[config.mk]
export PLATFORM = sky130hd
export DESIGN_NAME = seq_mult_ctrl
export DESIGN_NICKNAME = d
export VERILOG_FILES = /design/src/rtl/seq_mult_pkg.sv /design/src/rtl/seq_mult_ctrl_mult_step.sv /design/src/rtl/seq_mult_ctrl.sv
export SDC_FILE = /design/constraint.sdc
export NUM_CORES = 1
export LEC_CHECK = 0
export CORE_UTILIZATION = 55
export CTS_BUF_LIST = sky130_fd_sc_hd__clkbuf_4
export DETAILED_ROUTE_END_ITERATION = 8
export PLACE_DENSITY = 0.81
export RECOVER_POWER = 50
export SYNTH_ARGS = -nofsm -noshare
export SYNTH_HDL_FRONTEND = slang
export SYNTH_SLANG_ARGS = --single-unit
[constraint.sdc]
create_clock -name clk -period 2.8 [get_ports clk]
set_input_delay 0.28 -clock clk [delete_from_list [all_inputs] [get_ports clk]]
set_output_delay 0.28 -clock clk [all_outputs]
set_load 0.02 [all_outputs]
[src/rtl/seq_mult_pkg.sv]
`default_nettype none
// ============================================================================
// Module   : seq_mult_pkg
// Purpose  : Shared state encoding and sizing constants for the shift-add
//            multiplier.
// Revision : 1.0
// ============================================================================
package seq_mult_pkg;

    localparam int c_width_default = 16;

    function automatic int count_width(input int w);
        return $clog2(w) + 1;
    endfunction

    localparam int c_count_w = count_width(c_width_default);

    typedef enum logic [1:0] {
        IDLE = 2'd0,
        RUN  = 2'd1,
        DONE = 2'd2
    } state_t;

endpackage
`default_nettype wire

[src/rtl/seq_mult_ctrl_mult_step.sv]
`default_nettype none
// ============================================================================
// Module   : mult_step
// Purpose  : One combinational add-and-shift step of an unsigned multiply.
// Revision : 1.0
// ============================================================================
module mult_step #(
    parameter int WIDTH = 16
) (
    input  logic [WIDTH-1:0] acc_hi,
    input  logic [WIDTH-1:0] lo,
    input  logic [WIDTH-1:0] mcand,
    output logic [WIDTH-1:0] acc_hi_next,
    output logic [WIDTH-1:0] lo_next
);

    // Carry is kept in bit WIDTH so it shifts into the accumulator MSB.
    logic [WIDTH:0] w_sum;

    always_comb begin
        w_sum       = lo[0] ? ({1'b0, acc_hi} + {1'b0, mcand}) : {1'b0, acc_hi};
        acc_hi_next = w_sum[WIDTH:1];
        lo_next     = {w_sum[0], lo[WIDTH-1:1]};
    end

endmodule
`default_nettype wire

[src/rtl/seq_mult_ctrl.sv]
`default_nettype none
// ============================================================================
// Module   : seq_mult_ctrl
// Purpose  : Sequential unsigned multiplier, one add-and-shift per RUN cycle.
// Revision : 1.0
// ============================================================================
module seq_mult_ctrl
    import seq_mult_pkg::*;
#(
    parameter int WIDTH = c_width_default
) (
    input  logic               clk,
    input  logic               reset,
    input  logic               start,
    input  logic [WIDTH-1:0]   a,
    input  logic [WIDTH-1:0]   b,
    output logic               busy,
    output logic               done,
    output logic [2*WIDTH-1:0] product
);

    localparam int               c_cnt_w = count_width(WIDTH);
    localparam logic [c_cnt_w-1:0] c_last = c_cnt_w'(WIDTH - 1);

    state_t             r_state;
    logic [WIDTH-1:0]   r_mcand;
    logic [WIDTH-1:0]   r_acc_hi;
    logic [WIDTH-1:0]   r_lo;
    logic [c_cnt_w-1:0] r_count;
    logic [WIDTH-1:0]   w_acc_next;
    logic [WIDTH-1:0]   w_lo_next;

    mult_step #(
        .WIDTH(WIDTH)
    ) u_step (
        .acc_hi     (r_acc_hi),
        .lo         (r_lo),
        .mcand      (r_mcand),
        .acc_hi_next(w_acc_next),
        .lo_next    (w_lo_next)
    );

    always_ff @(posedge clk) begin
        if (!reset) begin
            r_state  <= IDLE;
            r_mcand  <= '0;
            r_acc_hi <= '0;
            r_lo     <= '0;
            r_count  <= '0;
            busy     <= 1'b0;
            done     <= 1'b0;
            product  <= '0;
        end else begin
            done <= 1'b0;
            case (r_state)
                IDLE, DONE: begin
                    if (start) begin
                        r_state  <= RUN;
                        r_mcand  <= a;
                        r_lo     <= b;
                        r_acc_hi <= '0;
                        r_count  <= '0;
                        busy     <= 1'b1;
                    end else begin
                        r_state  <= IDLE;
                    end
                end
                RUN: begin
                    r_acc_hi <= w_acc_next;
                    r_lo     <= w_lo_next;
                    r_count  <= r_count + c_cnt_w'(1);
                    // Fixed-length run: finish on the last step regardless of operands.
                    if (r_count == c_last) begin
                        r_state <= DONE;
                        busy    <= 1'b0;
                        done    <= 1'b1;
                        product <= {w_acc_next, w_lo_next};
                    end
                end
                default: begin
                    r_state <= IDLE;
                    busy    <= 1'b0;
                end
            endcase
        end
    end

endmodule
`default_nettype wire

==> key figures <==
Timing
  • Setup repair after global routing missed its margin: no
  • Rel. slew slack: 2.42%
  • Tmin final: 2340 ps
  • Slew Viols, Final: 0
  • Final setup TNS: 0 ps
  • Final hold vios: 0
  • # setup viols final: 0
  • Worst slew pin tran: 1460 ps
  • Fmax: 427 MHz
  • Final worst slack: 458 ps
  • Worst Skew: 18.4 ps
  • Fin crit share: 83.6%

Setup path
  • Critical Path End Type: flip-flop
  • Crit path launch type: flip-flop
  • Cell depth of the worst flop-to-flop path: 9
  • Worst r2r dst: r_acc_hi[9]$_SDFFE_PN0P_
  • Worst R2R Setup Slack: 460 ps
  • Critical Path AT: 2650 ps
  • CP required: 3110 ps
  • CP Max Fanout: 3
  • Reg2reg start: r_acc_hi[0]$_SDFFE_PN0P_
  • CP Class: reg2reg

Clock tree
  • Clock Pin Slew Worst Setup and Hold Paths: 150 ps
  • Setup bufs post-CTS: 0
  • CTS sink count: 89
  • CTS hold repair buffers: 0
  • Cts repair resizes: 0
  • Num CTS Buffers: 9
  • TritonCTS clock tree: done
  • Skew-Pair Late Insertion Delay: 450 ps
  • H-tree depth: 3
  • CTS max path bufs: 2
  • Root Driver: clkbuf_4

Drt
  • DRC Markers: 0
  • Via count: 3686
  • Initial drt markers: 237
  • DR pass1 iterations: 5
  • Routed length per placed instance: 16.2 µm
  • Final WL: 10100 µm
  • Drt via density: 5.93
  • Final ANT Viol Nets: 0

Cells and area
  • Area grow syn2layout: 22.0%
  • Non-Filler Instances: 622
  • # diodes: 0
  • Fraction of layout cells with a size suffix above 1: 5.70%
  • Filler cell count: 585
  • Final nets: 575
  • Cell area after layout: 0.00487 mm²

Floorplanning
  • Die ar.: 0.00760 mm²
  • # IOs: 69
  • Core area: 0.00691 mm²
  • Die X: 87.2 µm
  • Initial core utilization: 57.8%
  • Row cnt: 30
  • DIE HEIGHT: 87.2 µm

Power
  • Net Sw Frac: 29.0%
  • Pint: 1.62 mW
  • Sequential share of power: 58.7%
  • Comb pwr share: 12.8%
  • Clk network pwr share: 28.4%
  • Power density cells: 469 mW/mm²
  • Net Switching: 0.663 mW
  • Pleak: 1.98 nW
  • Worst vdd ir: 0.375 mV

Logic synthesis
  • Main synth FF type: dfxtp_1
  • Area of the mapped netlist: 0.00399 mm²
  • Sequential area share after synthesis: 44.6%
  • Synth warn: 0
  • Seq cells post-synth: 89
  • Syn Nets: 514
  • Post-synth EDFFs: 0
  • Synth unique cells: 51
  • Fraction of registers with async set/reset: 0%
  • Mean Syn Cell Area: 8.68 µm²
  • Mapped Cells: 460

Flow run
  • Max Cap Violations: 0

Global route
  • Number of global-route vias before repair: 3512
  • First-pass GRT wire length: 16400 µm
  • Initial antenna violation count: 0
  • Total track usage: 27.7%
  • Largest net degree at the start of global routing: 52
  • GRT overflow: 0

Placed design
  • Port-buffer cells: 68
  • Placed inst area: 0.00477 mm²
  • Post-Place Worst Slack: 515 ps
  • GP Congestion: 0.910
  • Placed Instances: 606
  • Dpl hpwl: 6930 µm

Min path
  • HP Class: in2reg
  • WHS Path Cells: 3
  • Hold Path End: r_mcand[7]$_SDFFE_PN0P_
  • Worst hold start: a[7]

Run status
  • Status: complete, no violations
[routing by layer]
metal	share of wire, %	GRT usage (%)	up-vias
met3	6.8	7.30	31
li1	-	-	1772
met5	0	0	-
met2	48	45.0	153
met4	2.6	11.3	0
met1	43	35.2	1730
[cells in the final DEF, fill, tap and decap left out, drive strengths merged, types with 3 or more instances in the layout]
| cell type | count |
|---|---|
| a21o | 5 |
| a21oi | 51 |
| a221oi | 3 |
| a22o | 19 |
| a22oi | 21 |
| a2bb2oi | 3 |
| a31oi | 7 |
| a32oi | 4 |
| and2 | 3 |
| and3 | 4 |
| buf | 8 |
| clkbuf | 13 |
| clkdlybuf4s50 | 36 |
| clkinv | 5 |
| dfxtp | 89 |
| dlygate4sd3 | 32 |
| ha | 18 |
| inv | 11 |
| mux2i | 5 |
| nand2 | 63 |
| nand3 | 12 |
| nor2 | 34 |
| nor2b | 6 |
| nor3 | 7 |
| o21a | 4 |
| o21ai | 24 |
| or3 | 3 |
| xnor2 | 7 |
| xor2 | 5 |
[worst max path at each step]
stage                                  start                        to  slack [ps]  cells past startpoint
finish              r_acc_hi[0]$_SDFFE_PN0P_  r_acc_hi[9]$_SDFFE_PN0P_         460                      9
global route         r_state[0]$_SDFFE_PN0P_      r_lo[3]$_SDFFE_PN0P_         240                      6
CTS                 r_acc_hi[0]$_SDFFE_PN0P_  r_acc_hi[9]$_SDFFE_PN0P_         490                      9
detailed placement  r_acc_hi[0]$_SDFFE_PN0P_  r_acc_hi[9]$_SDFFE_PN0P_         520                      9
global placement     r_mcand[0]$_SDFFE_PN0P_  r_acc_hi[9]$_SDFFE_PN0P_         590                      9
floorplan            r_mcand[0]$_SDFFE_PN0P_  r_acc_hi[9]$_SDFFE_PN0P_         690                      9
[power groups by stage]
| stage | Sequential, mW | Combinational, mW | Clock [mW] |
|---|---|---|---|
| 2_1_floorplan | 1.36 | 0.186 | 0 |
| 3_3_place_gp | 1.37 | 0.285 | 0 |
| 3_5_place_dp | 1.37 | 0.294 | 0 |
| 4_1_cts | 1.34 | 0.295 | 0.661 |
| 5_1_grt | 1.35 | 0.321 | 0.717 |
| 6_report | 1.34 | 0.292 | 0.649 |
[cells in the mapped netlist (all sizes together) (3+ instances only)]
cell / number / area, µm²
a2bb2oi: 3 / 32.5
nand2: 63 / 239
xnor2: 7 / 61.3
dfxtp: 89 / 1780
and3: 4 / 25.0
o21a: 4 / 30.0
ha: 18 / 225
inv: 9 / 33.8
o21ai: 24 / 120
nor3: 7 / 35.0
a22oi: 21 / 158
nor2: 34 / 128
a31oi: 7 / 43.8
nand3: 12 / 60.1
a21oi: 51 / 255
clkbuf: 20 / 75.1
xor2: 5 / 43.8
a22o: 19 / 166
buf: 10 / 48.8
nor2b: 6 / 37.5
and2: 3 / 18.8
a221oi: 3 / 32.5
or3: 3 / 20.0
a32oi: 4 / 35.0
mux2i: 5 / 50.1
a21o: 5 / 37.5
[stage by stage]
stage	power [mW]	util, %	hold slack [ps]
final	2.28	70.5	365
after floorplan	1.54	-	398
after detailed placement	1.66	69.1	445
after CTS	2.30	70.8	357
after global routing	2.38	70.5	354
after global placement	1.65	69.1	440
[sequential cells by signal, summed over array words and instances, names as in the netlist]
| register | cells |
|---|---|
| product | 32 |
| r_acc_hi | 16 |
| r_lo | 16 |
| r_mcand | 16 |
| r_count | 5 |
| r_state | 2 |
| busy | 1 |
| done | 1 |
[cell families after synthesis]
family / synth area share, %
AO/OA/AOI/OAI: 25.5
XOR/XNOR: 2.63
adder cells (fa/ha/maj): 6.14
buffers and inverters: 4.14
flip-flops: 44.6
multiplexers: 1.82
AND/OR/NAND/NOR: 15.1
[area by class of cell]
cell class / instances / area, µm² / area share (%)
Clock inverter: 7 / 53.8 / 1.10
Multi-Input combinational cell: 330 / 2050 / 42.1
Clock buffer: 9 / 67.6 / 1.39
Timing Repair Buffer: 80 / 756 / 15.5
Tap cell: 96 / 120 / 2.47
Sequential cell: 89 / 1780 / 36.6
Inverter: 11 / 41.3 / 0.848
[worst max-delay path, cell delays in order, from the launching register on]
cell,delay (ps)
dfxtp_1,350
ha_1,230
fa_1,410
a21oi_1,190
nand4b_1,160
a21oi_1,80
o31a_1,250
or3_1,320
nand3_1,130
a311oi_1,100
Power figures use the tool's default switching activity.
